### config.mk
export PLATFORM = sky130hd
export DESIGN_NAME = led_step_gen
export DESIGN_NICKNAME = d
export VERILOG_FILES = /design/src/rtl/led_pkg.sv /design/src/rtl/key_cond.sv /design/src/rtl/led_step_gen.sv
export SDC_FILE = /design/constraint.sdc
export NUM_CORES = 1
export LEC_CHECK = 0
export BUFFER_PORTS_ARGS = -buffer_cell sky130_fd_sc_hd__buf_2
export CAP_MARGIN = 20
export CORE_ASPECT_RATIO = 0.75
export CORE_MARGIN = 4
export CORE_UTILIZATION = 55
export CTS_BUF_LIST = sky130_fd_sc_hd__clkbuf_8 sky130_fd_sc_hd__clkbuf_16
export CTS_CLUSTER_DIAMETER = 200
export DETAILED_ROUTE_END_ITERATION = 10
export PLACE_DENSITY = 0.73
export SKIP_LAST_GASP = 1
export SYNTH_ARGS = -nofsm -noshare
export SYNTH_HDL_FRONTEND = slang
export SYNTH_SLANG_ARGS = --single-unit
### constraint.sdc
create_clock -name i_clk -period 3.2 [get_ports i_clk]
set_clock_uncertainty 0.2 [all_clocks]
set_input_delay 0.32 -clock i_clk [delete_from_list [all_inputs] [get_ports i_clk]]
set_output_delay 0.32 -clock i_clk [all_outputs]
set_load 0.05 [all_outputs]
### src/rtl/led_pkg.sv
// Shared types and constants for the LED step generator and its key conditioner.
package led_pkg;

    typedef logic [1:0] speed_t;

    typedef enum logic {
        RUN   = 1'b0,
        PAUSE = 1'b1
    } state_t;

    localparam int NUM_SPEEDS = 4;

    // Counter width for a modulus n, never narrower than one bit.
    function automatic int cnt_w(input int n);
        return (n > 1) ? $clog2(n) : 1;
    endfunction

endpackage

### src/rtl/key_cond.sv
// Key conditioner: 2-FF synchronizer, optional debounce (LED_STEP_DEBOUNCE_EN), press-edge detect.
module key_cond
    import led_pkg::*;
#(
    parameter int DEB_CYCLES = 1_000_000
) (
    input  logic i_clk,
    input  logic i_rst_n,
    input  logic i_key_n,
    output logic o_press
);

    logic sync1_q;
    logic sync2_q;
    logic level;
    logic prev_q;

    if (DEB_CYCLES < 1) begin : g_bad_deb
        $error("key_cond: DEB_CYCLES must be at least 1");
    end

    always_ff @(posedge i_clk) begin
        if (!i_rst_n) begin
            sync1_q <= 1'b1;
            sync2_q <= 1'b1;
            prev_q  <= 1'b1;
        end else begin
            sync1_q <= i_key_n;
            sync2_q <= sync1_q;
            prev_q  <= level;
        end
    end

`ifdef LED_STEP_DEBOUNCE_EN
    localparam int DW = cnt_w(DEB_CYCLES);

    logic [DW-1:0] deb_cnt_q;
    logic [DW-1:0] deb_cnt_d;
    logic          deb_lvl_q;
    logic          deb_lvl_d;

    // Counter only advances while the synchronized key disagrees with the accepted level.
    always_comb begin
        deb_cnt_d = '0;
        deb_lvl_d = deb_lvl_q;
        if (sync2_q != deb_lvl_q) begin
            if (deb_cnt_q == DW'(DEB_CYCLES - 1)) begin
                deb_lvl_d = sync2_q;
            end else begin
                deb_cnt_d = deb_cnt_q + DW'(1);
            end
        end
    end

    always_ff @(posedge i_clk) begin
        if (!i_rst_n) begin
            deb_cnt_q <= '0;
            deb_lvl_q <= 1'b1;
        end else begin
            deb_cnt_q <= deb_cnt_d;
            deb_lvl_q <= deb_lvl_d;
        end
    end

    assign level = deb_lvl_q;
`else
    assign level = sync2_q;
`endif

    assign o_press = prev_q & ~level;

endmodule

### src/rtl/led_step_gen.sv
// LED step/direction strobe generator with speed and run/pause keys.
// Key debouncing is compiled in when LED_STEP_DEBOUNCE_EN is defined.
module led_step_gen
    import led_pkg::*;
#(
    parameter int BASE_DIV      = 5_000_000,
    parameter int STEPS_PER_DIR = 7,
    parameter int DEB_CYCLES    = 1_000_000
) (
    input  logic       i_clk,
    input  logic       i_rst_n,
    input  logic       i_key_speed_n,
    input  logic       i_key_pause_n,
    output logic       o_next_led,
    output logic       o_tick,
    output logic [1:0] o_speed,
    output logic       o_running
);

    localparam int PW = cnt_w(BASE_DIV);
    localparam int SW = cnt_w(STEPS_PER_DIR);

    localparam logic [0:0] S_RUN   = RUN;
    localparam logic [0:0] S_PAUSE = PAUSE;

    logic          speed_press;
    logic          pause_press;
    logic [PW-1:0] presc_q, presc_d;
    logic [SW-1:0] step_q, step_d;
    speed_t        speed_q, speed_d;
    logic [0:0]    state_q, state_d;
    logic          next_led_q, next_led_d;
    logic          tick_q, tick_d;
    logic [31:0]   div_raw;
    logic [PW-1:0] div_last;

    if (STEPS_PER_DIR < 1) begin : g_bad_steps
        $error("led_step_gen: STEPS_PER_DIR must be at least 1");
    end

    key_cond #(.DEB_CYCLES(DEB_CYCLES)) u_key_speed (
        .i_clk   (i_clk),
        .i_rst_n (i_rst_n),
        .i_key_n (i_key_speed_n),
        .o_press (speed_press)
    );

    key_cond #(.DEB_CYCLES(DEB_CYCLES)) u_key_pause (
        .i_clk   (i_clk),
        .i_rst_n (i_rst_n),
        .i_key_n (i_key_pause_n),
        .o_press (pause_press)
    );

    // A divisor that shifts down to zero is treated as one (strobe every cycle).
    assign div_raw  = 32'(BASE_DIV) >> speed_q;
    assign div_last = (div_raw == 32'd0) ? '0 : PW'(div_raw - 32'd1);

    always_comb begin
        presc_d    = presc_q;
        step_d     = step_q;
        speed_d    = speed_q;
        state_d    = state_q;
        next_led_d = 1'b0;
        tick_d     = 1'b0;

        // A speed press pre-empts the terminal count: no strobe, step count untouched.
        if (speed_press) begin
            speed_d = speed_t'((int'(speed_q) + 1) % NUM_SPEEDS);
            presc_d = '0;
        end else if (state_q == S_RUN) begin
            if (presc_q == div_last) begin
                presc_d    = '0;
                next_led_d = 1'b1;
                if (step_q == SW'(STEPS_PER_DIR - 1)) begin
                    step_d = '0;
                    tick_d = 1'b1;
                end else begin
                    step_d = step_q + SW'(1);
                end
            end else begin
                presc_d = presc_q + PW'(1);
            end
        end

        if (pause_press) begin
            state_d = (state_q == S_RUN) ? S_PAUSE : S_RUN;
        end
    end

    always_ff @(posedge i_clk) begin
        if (!i_rst_n) begin
            presc_q    <= '0;
            step_q     <= '0;
            speed_q    <= '0;
            state_q    <= S_RUN;
            next_led_q <= 1'b0;
            tick_q     <= 1'b0;
        end else begin
            presc_q    <= presc_d;
            step_q     <= step_d;
            speed_q    <= speed_d;
            state_q    <= state_d;
            next_led_q <= next_led_d;
            tick_q     <= tick_d;
        end
    end

    assign o_next_led = next_led_q;
    assign o_tick     = tick_q;
    assign o_speed    = speed_q;
    assign o_running  = (state_q == S_RUN);

endmodule

==> flow_summary.yaml <==
outcome:
  outcome: "completed"
synth:
  yosysWarningCount: 0
  synth.most_common_cell: "dfxtp_1"
  synth_compound_gate_area_share: 0.0898
  netlist.top_cell.by_area: "dfxtp_1"
  synth_mux_area_frac: 0
  number_of_enable_type_register_cells_in_the_synthesized_netlist: 0
  post_synth_fa_ha_maj_area_fraction: 0.0599
  netlist-cell-type-count: 42
  syn_avg_cell_area_sq_um: 9.13
  synth-xor-area-share: 0.144
  syn-instance-count: 206
  synth_ff_type: "dfxtp_1"
  async_reset_ff_frac: 0
  ys_top_cells_by_count: "dfxtp_1, nor2_1, xor2_1"
  synth_seq_area_share: 0.394
  postSynthNetCount: 219
  yosys.area_share.simple: 0.281
  ys_ff_latch: 37
  synth_top_family_by_area: "simple AND/OR/NAND/NOR gates"
  synth_area_leaders: "dfxtp_1, xor2_1, xnor2_1, ha_1, nor2_1"
  synthesized_area_sq_um: 1880
  synth_largest_type_area_fraction: 0.394
setup_path:
  critical_path_arrival_ns: 2.94
  required_ns: 3.20
  startpoint: "o_speed[1]$_SDFFE_PN0P_"
  startpoint_type: "flop"
  r2r_start: "o_speed[1]$_SDFFE_PN0P_"
  setup.reg_to_reg.worst_slack_ns: 0.26
  path_cells: "inv_1, ha_1, nor3b_1, a2111oi_1, a31oi_1, a2111o_2, o31a_1, o21a_1"
  worst_path_largest_cell_delay_ns: 0.61
  crit-reg2reg-capture: "step_q[1]$_SDFFE_PN0P_"
  critPathCapture: "step_q[1]$_SDFFE_PN0P_"
  endpoint_type_of_the_worst_setup_path: "flop"
  ff2ff_path_depth: 8
  critical-path-slowest-cell: "a2111o_2"
  timing_worst_setup_path_type: "reg -> reg"
  critical_path.max_fanout: 9
global_routing:
  first_global_vias: 1283
  groute.usage.overall: 0.178
  globalRouteOverflowTotal: 0
  first_pass_grt_wire_length_um: 6010
  antenna_found_initial: 0
  maximum_number_of_pins_on_one_net_before_global_route_repair: 22
drt:
  antenna_left: 0
  drt-pass1-iter-count: 4
  wirelength_um: 3540
  avgRoutedWirePerCell_um: 13.6
  vias: 1402
  detail_route.iter0.violations: 94
  post_route_drc: 0
  avgViaCountPerCell: 5.39
  met2_wirelength_um: 1560
  highest_metal_layer_with_signal_wires: "met4"
  wl_met3_um: 142
  routedLengthMet1_um: 1820
cts:
  cts_clk_pin_slew_worst_paths_ns: 0.09
  tritoncts_num_sinks: 37
  cts.htree.levels: 2
  cts.root.buffer_cell: "clkbuf_8"
  clk_latency_ns: 0.29
  cts_inserted_buffers: 5
  ctsLongestPathBuffers: 2
  cts_tree: "done"
die:
  dieWidth_um: 75.5
  die_area_sq_um: 4430
  floorplan.die.height_um: 58.6
  num_io_pins: 9
  floorplan.core_area_sq_um: 3290
  initial_core_util: 0.572
  std_cell_rows: 18
min_path:
  min-delay-start: "i_key_speed_n"
  timing.hold.worst.class: "in -> reg"
timing:
  finalSetupTns_ns: 0
  report.final.setup_viol: 0
  timing.slew.headroom: 0.590
  finalCritPeriodShare: 0.919
  worst_pin_slew_ns: 0.610
  final_hold_viol_count: 0
  timing.final.crit_period_ns: 2.94
  rsz0062_at_grt: "false"
  max_slew_violations: 0
  worst_setup_slack_final_ns: 0.259
  timing.fmax_mhz: 340
placement:
  globalplace.congestion: 0.824
  buffer_ports.inserted: 8
  post-place-cells: 251
  pre_cts_ws_ns: 0.169
  hpwl_um: 2700
job:
  max_cap_violations: 0
final_layout:
  instances_no_fill: 260
  post_route_cells_drive_above_1_share: 0.118
  largest_register_ffs: 23
  max_flop_register: "presc_q"
  syn_to_final_growth_pct: 9.78
  num-fill-cells: 303
  finalNetCount: 232
  insertedDiodeCount: 0
power_and_ir_drop:
  power.static_leakage_nw: 0.753
  vdd.ir_drop.worst_uv: 254
  power.density_nw_per_um2: 422
-- repair_timing --
action                     4_1_cts  5_1_grt
hold endpoints to repair         1        0
buffers inserted                 0        0
gates resized for setup          0        3
setup endpoints to repair        0       24
hold buffers                     1        0
-- worst max-delay path, delay by kind of cell (launching register included) --
kind	cells	cell delay, ns
compound gates	5	1.60
fa+ha+maj	1	0.37
buf+inv	1	0.13
flops	1	0.44
simple gates	1	0.10
-- metrics by stage --
step	utilization	power (mW)	hold slack, ns	instance area, sq um
after floorplan	-	0.535	0.186	1880
after global placement	0.595	0.546	0.189	1960
after detailed placement	0.595	0.549	0.201	1960
after CTS	0.627	0.881	0.0112	2060
after global routing	0.628	0.915	0.0121	2060
final	0.628	0.872	0.0116	2060
-- routing by layer --
layer / global-route usage / up-vias
met5: 0 / -
met4: 0.0449 / 0
met3: 0.0461 / 2
met2: 0.258 / 22
met1: 0.262 / 650
li1: - / 728
-- cells in the final DEF, fill, tap and decap left out, types with 2 or more instances in the layout --
cell       n
xnor2_1   14
o31a_1     3
nand2_1   13
nor3b_1    2
xor2_1    17
a31oi_1    2
and3_1     2
o21a_1     4
clkbuf_8   5
and2_1     3
inv_1      8
nor3_1     3
nand2b_1   8
nand3_1   11
nor2_1    29
buf_4      2
ha_1       9
nor4_1     2
buf_2      8
and4_1     3
dfxtp_1   36
nand4b_1   2
nor2b_1    5
or3_1      2
nand4_1    5
-- power by group --
group | switching [mW] | internal [mW] | total, mW
combinational | 0.0364 | 0.0242 | 0.0606
clock | 0.174 | 0.157 | 0.331
sequential | 0.0105 | 0.469 | 0.480
total | 0.221 | 0.650 | 0.872
-- final cells by class --
cell class                      instances  area (sq um)  area share
Clock buffer                            5          68.8      0.0333
Multi-Input combinational cell        156          1080       0.525
Inverter                                8          30.0      0.0145
Timing Repair Buffer                   11          65.1      0.0315
Clock inverter                          3          25.0      0.0121
Tap cell                               40          50.0      0.0242
Sequential cell                        37           742       0.359
-- kinds of logic (layout without fill, tap and decap cells) --
kind of cell / Yosys count / count (layout)
DFF: 37 / 37
xor gates and xnor gates: 31 / 31
adders and majority gates: 9 / 9
buffers and inverters: 13 / 27
AOI/OAI and AO/OA: 18 / 18
and+or+nand+nor: 98 / 98
-- how the worst min path moves through the flow --
stage	endpoint	depth (start not counted)
finish	u_key_speed.sync1_q$_SDFF_PN1_	2
global route	u_key_speed.sync1_q$_SDFF_PN1_	2
CTS	u_key_speed.sync1_q$_SDFF_PN1_	2
detailed placement	u_key_pause.level$_SDFF_PN1_	1
global placement	u_key_pause.level$_SDFF_PN1_	1
floorplan	u_key_pause.level$_SDFF_PN1_	1
Power figures use the tool's default switching activity.
